--- config.mk ---
export PLATFORM = sky130hd
export DESIGN_NAME = reg_file_controller
export DESIGN_NICKNAME = d
export VERILOG_FILES = /design/src/rtl/ctrl_pkg.sv /design/src/rtl/ctrl_decode.sv /design/src/rtl/reg_file_controller.sv
export SDC_FILE = /design/constraint.sdc
export NUM_CORES = 1
export LEC_CHECK = 0
export ABC_AREA = 1
export CORE_MARGIN = 5
export CORE_UTILIZATION = 49
export CTS_CLUSTER_DIAMETER = 50
export DETAILED_ROUTE_END_ITERATION = 8
export GPL_TIMING_DRIVEN = 0
export HOLD_SLACK_MARGIN = 0.05
export PLACE_DENSITY = 0.8
export SLEW_MARGIN = 20
export SYNTH_ARGS = -nofsm -noshare
export SYNTH_HDL_FRONTEND = slang
export SYNTH_HIERARCHICAL = 1
export SYNTH_SLANG_ARGS = --single-unit
--- constraint.sdc ---
create_clock -name CLK -period 2.78 [get_ports CLK]
set_input_delay 0.556 -clock CLK [delete_from_list [all_inputs] [get_ports CLK]]
set_output_delay 0.556 -clock CLK [all_outputs]
set_load 0.005 [all_outputs]
--- src/rtl/ctrl_pkg.sv ---
// Shared definitions for the register-file controller: opcodes, FSM states
// and immediate sign-extension helpers.
package ctrl_pkg;

  localparam logic [1:0] OP_ADD = 2'b00;
  localparam logic [1:0] OP_LW  = 2'b01;
  localparam logic [1:0] OP_SW  = 2'b10;
  localparam logic [1:0] OP_J   = 2'b11;

  localparam logic [7:0] HALT_INSTR = 8'hFF;

  typedef enum logic [2:0] {
    ST_IDLE,
    ST_FETCH,
    ST_DECODE,
    ST_EXEC,
    ST_MEM,
    ST_WB,
    ST_HALT,
    ST_WAIT_STEP
  } state_t;

  function automatic logic [7:0] sext2(input logic [1:0] v);
    return {{6{v[1]}}, v};
  endfunction

  function automatic logic [7:0] sext6(input logic [5:0] v);
    return {{2{v[5]}}, v};
  endfunction

endpackage

--- src/rtl/ctrl_decode.sv ---
// Purely combinational instruction decoder: IR -> instruction class,
// writeback destination and sign-extended immediate.
module ctrl_decode
  import ctrl_pkg::*;
(
  input  logic [7:0] i_ir,
  output logic       o_is_add,
  output logic       o_is_lw,
  output logic       o_is_sw,
  output logic       o_is_j,
  output logic       o_is_halt,
  output logic [1:0] o_dest,
  output logic [7:0] o_imm
);

  logic [1:0] w_op;
  assign w_op = i_ir[7:6];

  always_comb begin
    o_is_halt = (i_ir == HALT_INSTR);
    o_is_add  = (w_op == OP_ADD);
    o_is_lw   = (w_op == OP_LW);
    o_is_sw   = (w_op == OP_SW);
    o_is_j    = (w_op == OP_J) && (i_ir != HALT_INSTR);
    o_dest    = 2'b00;
    if (w_op == OP_ADD)     o_dest = i_ir[1:0];
    else if (w_op == OP_LW) o_dest = i_ir[3:2];
    // Jumps take a 6-bit offset; memory ops take the 2-bit displacement.
    o_imm = (w_op == OP_J) ? sext6(i_ir[5:0]) : sext2(i_ir[1:0]);
  end

endmodule

--- src/rtl/reg_file_controller.sv ---
// Multi-cycle fetch/decode/execute controller owning PC, IR and the retired
// instruction counter. Optional single-step mode: CTRL_SINGLE_STEP_EN.
module reg_file_controller
  import ctrl_pkg::*;
#(
  parameter logic [7:0] RESET_PC = 8'h00
) (
  input  logic       CLK,
  input  logic       RST_N,
  input  logic       START,
  input  logic [7:0] INSTR,
  input  logic       IMEM_ACK,
  input  logic       DMEM_ACK,
`ifdef CTRL_SINGLE_STEP_EN
  input  logic       STEP,
`endif
  output logic       IMEM_REQ,
  output logic [7:0] PC,
  output logic [7:0] IR,
  output logic [1:0] Read_Reg1,
  output logic [1:0] Read_Reg2,
  output logic [1:0] Write_Reg,
  output logic       RegWrite,
  output logic       State_Reg_Write,
  output logic       ALU_Src,
  output logic       DMEM_REQ,
  output logic       DMEM_WE,
  output logic       BUSY,
  output logic       HALTED,
  output logic [7:0] INSTR_COUNT
);

  localparam state_t ST_AFTER_RETIRE =
`ifdef CTRL_SINGLE_STEP_EN
    ST_WAIT_STEP;
`else
    ST_FETCH;
`endif

  state_t     r_state, w_next;
  logic [7:0] r_pc, r_ir, r_cnt;
  logic       w_is_add, w_is_lw, w_is_sw, w_is_j, w_is_halt;
  logic [1:0] w_dest;
  logic [7:0] w_imm;
  logic       w_load_ir, w_pc_rst, w_pc_jump, w_retire, w_cnt_clr;

  ctrl_decode u_decode (
    .i_ir      (r_ir),
    .o_is_add  (w_is_add),
    .o_is_lw   (w_is_lw),
    .o_is_sw   (w_is_sw),
    .o_is_j    (w_is_j),
    .o_is_halt (w_is_halt),
    .o_dest    (w_dest),
    .o_imm     (w_imm)
  );

  always_ff @(posedge CLK or negedge RST_N) begin
    if (!RST_N) r_state <= ST_IDLE;
    else        r_state <= w_next;
  end

  always_comb begin
    w_next          = r_state;
    w_load_ir       = 1'b0;
    w_pc_rst        = 1'b0;
    w_pc_jump       = 1'b0;
    w_retire        = 1'b0;
    w_cnt_clr       = 1'b0;
    IMEM_REQ        = 1'b0;
    DMEM_REQ        = 1'b0;
    DMEM_WE         = 1'b0;
    RegWrite        = 1'b0;
    State_Reg_Write = 1'b0;
    Write_Reg       = 2'b00;
    case (r_state)
      ST_IDLE: if (START) begin
        w_next   = ST_FETCH;
        w_pc_rst = 1'b1;
      end
      ST_HALT: if (START) begin
        w_next    = ST_FETCH;
        w_pc_rst  = 1'b1;
        w_cnt_clr = 1'b1;
      end
      ST_FETCH: begin
        IMEM_REQ = 1'b1;
        if (IMEM_ACK) begin
          w_load_ir = 1'b1;
          w_next    = ST_DECODE;
        end
      end
      ST_DECODE: begin
        if (w_is_halt) begin
          w_retire = 1'b1;
          w_next   = ST_HALT;
        end else if (w_is_j) begin
          w_pc_jump = 1'b1;
          w_retire  = 1'b1;
          w_next    = ST_AFTER_RETIRE;
        end else begin
          w_next = ST_EXEC;
        end
      end
      ST_EXEC: w_next = w_is_add ? ST_WB : ST_MEM;
      ST_MEM: begin
        DMEM_REQ = 1'b1;
        DMEM_WE  = w_is_sw;
        if (DMEM_ACK) begin
          w_retire = w_is_sw;
          w_next   = w_is_sw ? ST_AFTER_RETIRE : ST_WB;
        end
      end
      ST_WB: begin
        RegWrite        = 1'b1;
        State_Reg_Write = 1'b1;
        Write_Reg       = w_dest;
        w_retire        = 1'b1;
        w_next          = ST_AFTER_RETIRE;
      end
`ifdef CTRL_SINGLE_STEP_EN
      ST_WAIT_STEP: if (STEP) w_next = ST_FETCH;
`endif
      default: w_next = ST_IDLE;
    endcase
  end

  always_ff @(posedge CLK or negedge RST_N) begin
    if (!RST_N) begin
      r_pc  <= RESET_PC;
      r_ir  <= 8'h00;
      r_cnt <= 8'h00;
    end else begin
      // PC already points past the jump when DECODE adds the offset.
      if (w_pc_rst)       r_pc <= RESET_PC;
      else if (w_load_ir) r_pc <= r_pc + 8'd1;
      else if (w_pc_jump) r_pc <= r_pc + w_imm;
      if (w_load_ir) r_ir <= INSTR;
      if (w_cnt_clr)     r_cnt <= 8'h00;
      else if (w_retire) r_cnt <= r_cnt + 8'd1;
    end
  end

  assign PC          = r_pc;
  assign IR          = r_ir;
  assign INSTR_COUNT = r_cnt;
  assign Read_Reg1   = r_ir[5:4];
  assign Read_Reg2   = r_ir[3:2];
  assign ALU_Src     = w_is_lw | w_is_sw;
  assign BUSY        = (r_state != ST_IDLE) && (r_state != ST_HALT);
  assign HALTED      = (r_state == ST_HALT);

endmodule
==> impl_results.md <==
* Status: completed
* Power Density at roughly 970 nW/µm²
* Synth Flop Type: dfrtp_1
* CTS root buf: clkbuf_8
* Vias per inst at between 4 and 5
* Area of the die at 5330 µm²
* Total congestion overflow at 0
* Yosys reg bits at 27
* Worst-path cell with the longest stage delay: clkdlybuf4s50_1
* Die W at 73.0 µm
* Post-synth EDFFs at 0
* Register area share after synthesis at 0.347
* Setup violators final at 0
* CTS tree: done
* Share of cells above drive strength 1 at 0.113
* First-pass GRT wire length at 7740 µm
* Num Clock Sinks at 27
* Crit start category: primary input
* # H-tree levels at 1
* DR WL/cell at around 11 µm
* Synth Instances at 282
* Post-CTS Setup Repair Bufs at 0
* Biggest area consumer among synthesized cells: dfrtp_1
* Fin util at 0.680
* Min setup slack post-route at about 0.17 ns
* Initial Utilization at 0.519
* CTS resizes at 0
* Pins Over Slew Limit at 0
* Synth cell types at 28
* Setup CP Type: primary input to register
* CP required at around 3.0 ns
* Port Buffer Count at 50
* Dpl cell area at around 2500 µm²
* Drt drc at 0
* Clk buf depth at 2
* Vias in the first global route at about 1,800
* Starting DRT DRC Count at approximately 140
* Largest stage delay on the critical path at around 0.52 ns
* Netlist Area Pre-Place at between 1500 and 2000 µm²
* CP arrival at 2.78 ns
* Worst slew pin tran at approximately 0.61 ns
* Share of the synthesized area in the top cell type at 0.347
* Final Hold Violating Endpoints at 0
* Synth Area per Inst at ~7 µm²
* Gpl congestion at roughly 0.86
* Core ar. at between 3000 and 4000 µm²
* Synth warn at 6
* FMAX at 384 MHz
* Drt pass-1 iters at 4
* Clock latency on the worst-skew pair at 0.27 ns
* CTS clk-pin slew, worst paths at around 0.10 ns
* # diodes at 0
* Critical Path Sink Type: register
* Static Leak at ~1.3 nW
* Crit-path leading delay family: buffers and inverters
* Initial antenna violation count at 0
* Worst hold path type: primary input to asynchronous set/reset pin
* Gr usage total at 0.182
* Die Span Y at ~73 µm
* Dominant cells by area after synthesis: dfrtp_1 (35%), nand2_1 (19%), inv_1 (7.5%), ha_1 (5.1%), nor2_1 (5.0%)
* Max Cap Viol at 0
* Setup_tns at 0 ns
* Clk_skew at 0.00279 ns
* FFs w/ async S/R, synth at 1.00
* Total power at between 0.002 and 0.0025 W
* Final WL at around 4300 µm
* Net count, final at around 360
* Synth Net Count at approximately 300
* I/O pins at slightly above 50
* Max FO, Critical Path at 10
* Syn-to-layout area delta at 31.0%
* Post-route cell area at roughly 2500 µm²
* Routed Antenna Nets at 0
* VDD IR-drop max at 0.000592 V
* Via Count at around 1,800
* Crit path cell chain: clkdlybuf4s50_1 > nand4_4 > inv_1 > buf_2 > nor2_1 > ha_1 > a21oi_1 > or2_2 > nand3_1 > nand2_1 > nand3_1 > nand2_1
* Setup WS pre-CTS at -0.123 ns
* FP Rows at 22
* HPWL Detailed at around 3400 µm
* Most numerous cell in the Yosys netlist: nand2_1
* Tmin final at 2.61 ns
* Largest net degree at the start of global routing at 28
* Period utilisation layout at 0.937
* Most frequent cells after synthesis: nand2_1 (96), inv_1 (39), dfrtp_1 (27), nor2_1 (26), nand3_1 (17)
* Inserted Clock Buffers at 3
* Post-CTS Hold Fix Bufs at 0
* RSZ-0062 raised after global routing: false
* CP Buf/Inv Count at 3
* Slew margin rel. at 0.593
==> layer usage <==
layer  wire length (µm)  global-route usage  vias up
met4                 72              0.0779        0
met3                235              0.0262        6
li1                   -                   -      970
met5                  0                   0        -
met1               2040               0.244      803
met2               1960               0.292       54
==> cell usage in the layout, fill, tap and decap left out, types with 5 or more instances in the layout <==
master / instances
nor2_1: 26
nand3_1: 17
inv_2: 5
nand2_1: 96
clkdlybuf4s50_1: 49
a21oi_1: 10
ha_1: 8
o21ai_0: 9
inv_1: 39
dfrtp_1: 27
buf_4: 9
==> path summary, 6_finish.rpt <==
check | to | slack, ns | cells after the start | start
min in group CLK | PC[5] | 0.53 | 2 | PC[5]
min | IR[2] | 0.28 | 1 | RST_N
max reg2reg | PC[6] | 0.36 | 12 | r_state[1]
max | PC[6] | 0.17 | 12 | IMEM_ACK
max in group asynchronous | INSTR_COUNT[6] | 2.10 | 1 | RST_N
min reg2reg | PC[5] | 0.53 | 2 | PC[5]
==> registers in the layout, indices dropped and copies added, names as in the netlist <==
| signal | cells |
|---|---|
| INSTR_COUNT | 8 |
| r_state | 3 |
| IR | 8 |
| PC | 8 |
==> worst register-to-register path, cell delays in order, from the launching register on <==
cell	delay, ns
dfrtp_1	0.46
inv_1	0.16
nand4_4	0.14
inv_1	0.20
buf_2	0.25
nor2_1	0.08
ha_1	0.38
a21oi_1	0.12
or2_2	0.30
nand3_1	0.07
nand2_1	0.05
nand3_1	0.07
nand2_1	0.05
==> report_power, final <==
part	switching, W	internal [W]	total, W
Combinational	0.000765	0.000768	0.00153
Sequential	0.000184	0.000532	0.000716
Clock	0.000128	0.000101	0.000229
Total	0.00108	0.00140	0.00248
==> per-stage QoR <==
stage               hold slack (ns)  cells
global placement              0.500    380
CTS                           0.297    384
global route                  0.335    384
floorplan                     0.260    282
detailed placement            0.508    380
finish                        0.279    384
==> cell type report <==
cell class	count	area (µm²)
clock inverter	1	5.00
fill	333	1200
sequential	27	676
clock buffer	3	41.3
timing repair buffer	50	495
inverter	45	169
tap	48	60.1
multi-input combinational	198	1000
buffer	12	95.1
==> cell families after synthesis <==
group                    count (synthesis)  share of synthesized area
buffers and inverters                   57                      0.136
AO/OA/AOI/OAI                           27                     0.0830
XOR/XNOR                                 5                     0.0225
flip-flops                              27                      0.347
adder cells (fa/ha/maj)                  9                     0.0618
AND/OR/NAND/NOR                        157                      0.349
No activity file was read; power rests on OpenSTA's default activity.
